--- src/rtl/playback_scheduler.sv ---
// playback_scheduler: records key/duration entries into a shared RAM and plays them back on Tick; LOOP_PLAY_EN restarts playback instead of finishing
module playback_scheduler #(
  parameter int ADDR_W = 11,
  parameter int DATA_W = 12,
  parameter int KEY_W  = 8
) (
  input  logic              RCLK,
  input  logic              Rst,
  input  logic              RecordEn,
  input  logic              PlayEn,
  input  logic              RecWriteEn,
  input  logic [ADDR_W-1:0] RecAddress,
  input  logic [DATA_W-1:0] RecSignal,
  output logic [ADDR_W-1:0] MemAddr,
  output logic              MemWE,
  output logic [DATA_W-1:0] MemDin,
  input  logic [DATA_W-1:0] MemDout,
  input  logic              Tick,
  output logic [KEY_W-1:0]  PlayKey,
  output logic              Playing,
  output logic              Done,
  output logic [ADDR_W-1:0] LastAddr
);
  typedef enum logic [2:0] {IDLE, REC, FETCH, WAIT, HOLD, DONE} state_t;
  state_t state, state_n;
  logic [ADDR_W-1:0] ptr, ptr_n;
  logic [3:0] dur, dur_n;
  logic [KEY_W-1:0] key_n;
  logic last_entry;
  assign last_entry = ptr == LastAddr;
  // Recorder owns the RAM port in REC; otherwise the play pointer reads it
  assign MemWE   = state == REC && RecWriteEn;
  assign MemAddr = state == REC ? RecAddress : ptr;
  assign MemDin  = state == REC ? RecSignal : '0;
  assign Playing = state == HOLD;
  assign Done    = state == DONE;
  // Next-state, pointer and duration counter; RecordEn preempts everything
  always_comb begin
    state_n = state;
    ptr_n = ptr;
    dur_n = dur;
    if (RecordEn) state_n = REC;
    else case (state)
      IDLE: if (PlayEn) begin
        state_n = LastAddr != '0 ? FETCH : DONE;
        ptr_n = LastAddr != '0 ? ADDR_W'(1) : ptr;
      end
      FETCH: state_n = PlayEn ? WAIT : IDLE;
      WAIT: begin
        state_n = PlayEn ? HOLD : IDLE;
        dur_n = PlayEn ? MemDout[3:0] : dur;
      end
      HOLD: if (!PlayEn) state_n = IDLE;
      else if (Tick) begin
        if (dur != 4'd0) dur_n = dur - 4'd1;
        else if (!last_entry) begin
          ptr_n = ptr + ADDR_W'(1);
          state_n = FETCH;
        end else begin
`ifdef LOOP_PLAY_EN
          ptr_n = ADDR_W'(1);
          state_n = FETCH;
`else
          state_n = DONE;
`endif
        end
      end
      default: state_n = IDLE;
    endcase
    key_n = (state_n inside {IDLE, REC, DONE}) ? '0 :
            (state == WAIT && state_n == HOLD) ? MemDout[4 +: KEY_W] : PlayKey;
  end
  // State and datapath registers; LastAddr only tracks recorder writes
  always_ff @(posedge RCLK) begin
    if (Rst) begin
      state <= IDLE;
      ptr <= '0;
      dur <= '0;
      PlayKey <= '0;
      LastAddr <= '0;
    end else begin
      state <= state_n;
      ptr <= ptr_n;
      dur <= dur_n;
      PlayKey <= key_n;
      if (MemWE) LastAddr <= RecAddress;
    end
  end
endmodule

--- config.mk ---
export PLATFORM = sky130hd
export DESIGN_NAME = playback_scheduler
export DESIGN_NICKNAME = d
export VERILOG_FILES = /design/src/rtl/playback_scheduler.sv
export SDC_FILE = /design/constraint.sdc
export NUM_CORES = 1
export LEC_CHECK = 0
export ABC_AREA = 0
export BUFFER_PORTS_ARGS = -buffer_cell sky130_fd_sc_hd__buf_2
export CORE_MARGIN = 2
export CORE_UTILIZATION = 48
export DETAILED_ROUTE_END_ITERATION = 7
export PLACE_DENSITY_LB_ADDON = 0.15
export SETUP_SLACK_MARGIN = 0.2
export SLEW_MARGIN = 20
export SYNTH_ARGS = -nofsm -noshare
export SYNTH_HDL_FRONTEND = slang
export SYNTH_SLANG_ARGS = --single-unit
--- constraint.sdc ---
create_clock -name RCLK -period 2.3 [get_ports RCLK]
set_input_delay 0.115 -clock RCLK [delete_from_list [all_inputs] [get_ports RCLK]]
set_output_delay 0.115 -clock RCLK [all_outputs]
set_load 0.05 [all_outputs]
==> metrics <==
synthesized area=2120 µm²; routability cong.=0.918; startpoint type of the worst setup path=flip-flop; number of DRC markers in iteration 0=114; hpwl dp=4150 µm; worst hold path class=input pin to flip-flop; I/O pins=86; mean post-synth cell area=8.34 µm²; Sw Ratio=33.0%; input/output buffers=85; die width=70.5 µm; dominant synthesized flop cell=dfxtp_1; htree depth=2; Sw Pwr=0.567 mW; # nets final=389; first-pass GRT wire length=9050 µm; Yosys cell types=48; post-route minimum period=2.00 ns; setup_tns=0 ns; Max Cap Violations=0; via count=2094; CP Data Required Time=2.53 ns; Synth top area share=34.9%; top post-synthesis cells by area=dfxtp_1 35%, xnor2_1 6.6%, nand2_1 6.4%, mux2_2 5.3%, a21oi_1 4.5%; Async SR Flop Fraction=0%; initial antenna violation count=0; row cnt=24; Synth top cells by count=37 x dfxtp_1, 36 x nand2_1, 24 x nor2_1; wire per inst=14.3 µm; final count of negative-setup-slack endpoints=0; Fin. Hold Viols=0; CTS clock-pin slew for the worst setup and hold paths=0.08 ns; layout cell share with drive strength beyond 1=39.9%; number of global-route vias before repair=1971; post-route ant nets=0; CTS max path bufs=2; Setup CP Type=flip-flop to flip-flop; Initial Utilization=49.4%; Fillers=381; gate count of the mapped netlist=254; Syn Nets=298; Ant. Diodes=0; Critical Path Max Stage Delay=0.39 ns; EDFF count, synth=0; DIE HEIGHT=70.5 µm; pwr dens=616 nW/µm²; overall power=1.72 mW; CP Capture Type=flip-flop; die area=4960 µm²; P_leak=1.21 nW; Sink Count=37; flops & latches, synth=37; DRC viols=0; period utilization=86.8%; dominant cell type by area after synthesis=dfxtp_1; Seq/Total Area, Yosys=34.9%; sequential power share=39.3%; DR pass1 iterations=4; Yosys warning count=0; area delta synth->final=31.5%; slew of the pin with the lowest slew margin=0.607 ns; CTS Buf Count=5; RSZ-0062 raised after global routing=yes; Slowest-stage cell, CP=nor4_4; count leader, synth=dfxtp_1; Clock Skews=0.00494 ns; Worst VDD drop=0.313 mV; worst-skew pair later-pin latency=0.29 ns; grt ovf=0; data arrival time of the worst path=2.23 ns; cts hold-fix bufs=0; R2R depth=8; Power Internal=1.15 mW; CTS root buffer=clkbuf_8; Clock power frac=34.8%; CTS tree=yes; hold path depth=3; Via density=5.26; largest net degree at the start of global routing=27; outcome=completed; crit path max fanout=6; Rel. slew slack=59.5%; Max Slew Vio Count=0; CP Cell Sequence=inv_2 -> ha_2 -> nor3b_4 -> nand2_2 -> o2bb2ai_4 -> nor4_4 -> or3b_1 -> a21oi_1; Logic pwr share=26.0%; GRT Resource Usage Total=22.7%; Routed WL=5670 µm; fmax=501 MHz; hold slack=0.0566 ns; core area=4290 µm²
## cell usage in the layout, fill, tap and decap left out, types with 2 or more instances in the layout
master | netlist | final
and2_1 | 12 | 12
and3_1 | 3 | 3
clkbuf_8 | 0 | 6
nand3_1 | 5 | 5
o21ai_0 | 6 | 6
a211oi_1 | 4 | 4
nand4_1 | 4 | 4
buf_4 | 0 | 9
inv_1 | 9 | 6
nor3_1 | 10 | 10
inv_2 | 1 | 4
a31o_2 | 2 | 2
or3b_1 | 2 | 2
nor4_4 | 2 | 2
buf_2 | 2 | 84
a21oi_1 | 19 | 19
nor2_1 | 24 | 24
xnor2_1 | 16 | 16
dfxtp_2 | 0 | 4
mux2_2 | 10 | 10
dfxtp_1 | 37 | 33
nand2_1 | 36 | 35
nor4_1 | 5 | 5
mux2i_1 | 8 | 8
ha_1 | 3 | 2
## worst paths after layout
kind                                 start                        to  slack (ns)
setup reg to reg       dur[0]$_SDFFE_PP0P_       ptr[8]$_SDFFE_PP0P_        0.30
setup / recovery       dur[0]$_SDFFE_PP0P_       ptr[8]$_SDFFE_PP0P_        0.30
hold reg to reg   LastAddr[2]$_SDFFE_PP0P_  LastAddr[2]$_SDFFE_PP0P_        0.49
hold / removal                  MemDout[4]   PlayKey[0]$_SDFFE_PP0P_        0.06
## worst max-delay path: cells and delay by family, from the launching register on
family                   cells  cell delay [ns]
flip-flops                   1             0.33
adder cells (fa/ha/maj)      1             0.17
AO/OA/AOI/OAI                2             0.30
buffers and inverters        1             0.06
AND/OR/NAND/NOR              4             1.08
## power by group through the flow
stage | clock network, mW | registers (mW) | logic [mW]
finish | 0.597 | 0.674 | 0.446
global route | 0.625 | 0.677 | 0.474
CTS | 0.607 | 0.674 | 0.415
detailed placement | 0 | 0.689 | 0.414
global placement | 0 | 0.688 | 0.409
floorplan | 0 | 0.714 | 0.278
## stage by stage
stage	setup WS (ns)	utilization (%)	cell area, µm²	cells
after global routing	0.177	64.9	2790	398
after global placement	0.172	60.5	2600	387
after CTS	0.211	63.4	2720	395
final	0.304	64.9	2790	398
after detailed placement	0.105	60.5	2600	387
after floorplan	0.203	-	2120	254
## area by class of cell
class                      count  area (µm²)  share of cell area, %
multi-input combinational    196        1310                   47.1
sequential                    37         746                   26.8
timing repair buffer          95         507                   18.2
clock buffer                   6        82.6                   2.96
tap                           52        65.1                   2.33
clock inverter                 2        37.5                   1.35
inverter                      10        37.5                   1.35
## logic make-up (layout without fill, tap and decap cells)
group	count (synthesis)	in the layout	share of synthesized area [%]
buffers and inverters	21	113	5.02
DFF	37	37	34.9
AOI/OAI and AO/OA	43	43	13.4
xor gates and xnor gates	16	16	6.61
and+or+nand+nor	116	116	29.2
adders and majority gates	3	3	1.77
muxes	18	18	9.09
## flip-flops by register name, indices dropped and copies added, names as in the netlist
signal	flops
LastAddr	11
PlayKey	8
dur	4
ptr	11
state	3
## repair_timing
item                       in CTS  in global routing
gates resized for setup         2                 12
setup endpoints to repair       3                 15
setup buffers                   0                  3
hold endpoints to repair        0                  0
pin swaps                       0                  5
## layer usage
| layer | global-route usage [%] | wire, µm | share of wire [%] |
|---|---|---|---|
| met5 | 0 | 0 | 0 |
| met1 | 30.1 | 2520 | 44 |
| met3 | 4.91 | 356 | 6.3 |
| met2 | 37.2 | 2750 | 49 |
| met4 | 6.20 | 41 | 0.72 |
No activity file was read; power rests on OpenSTA's default activity.
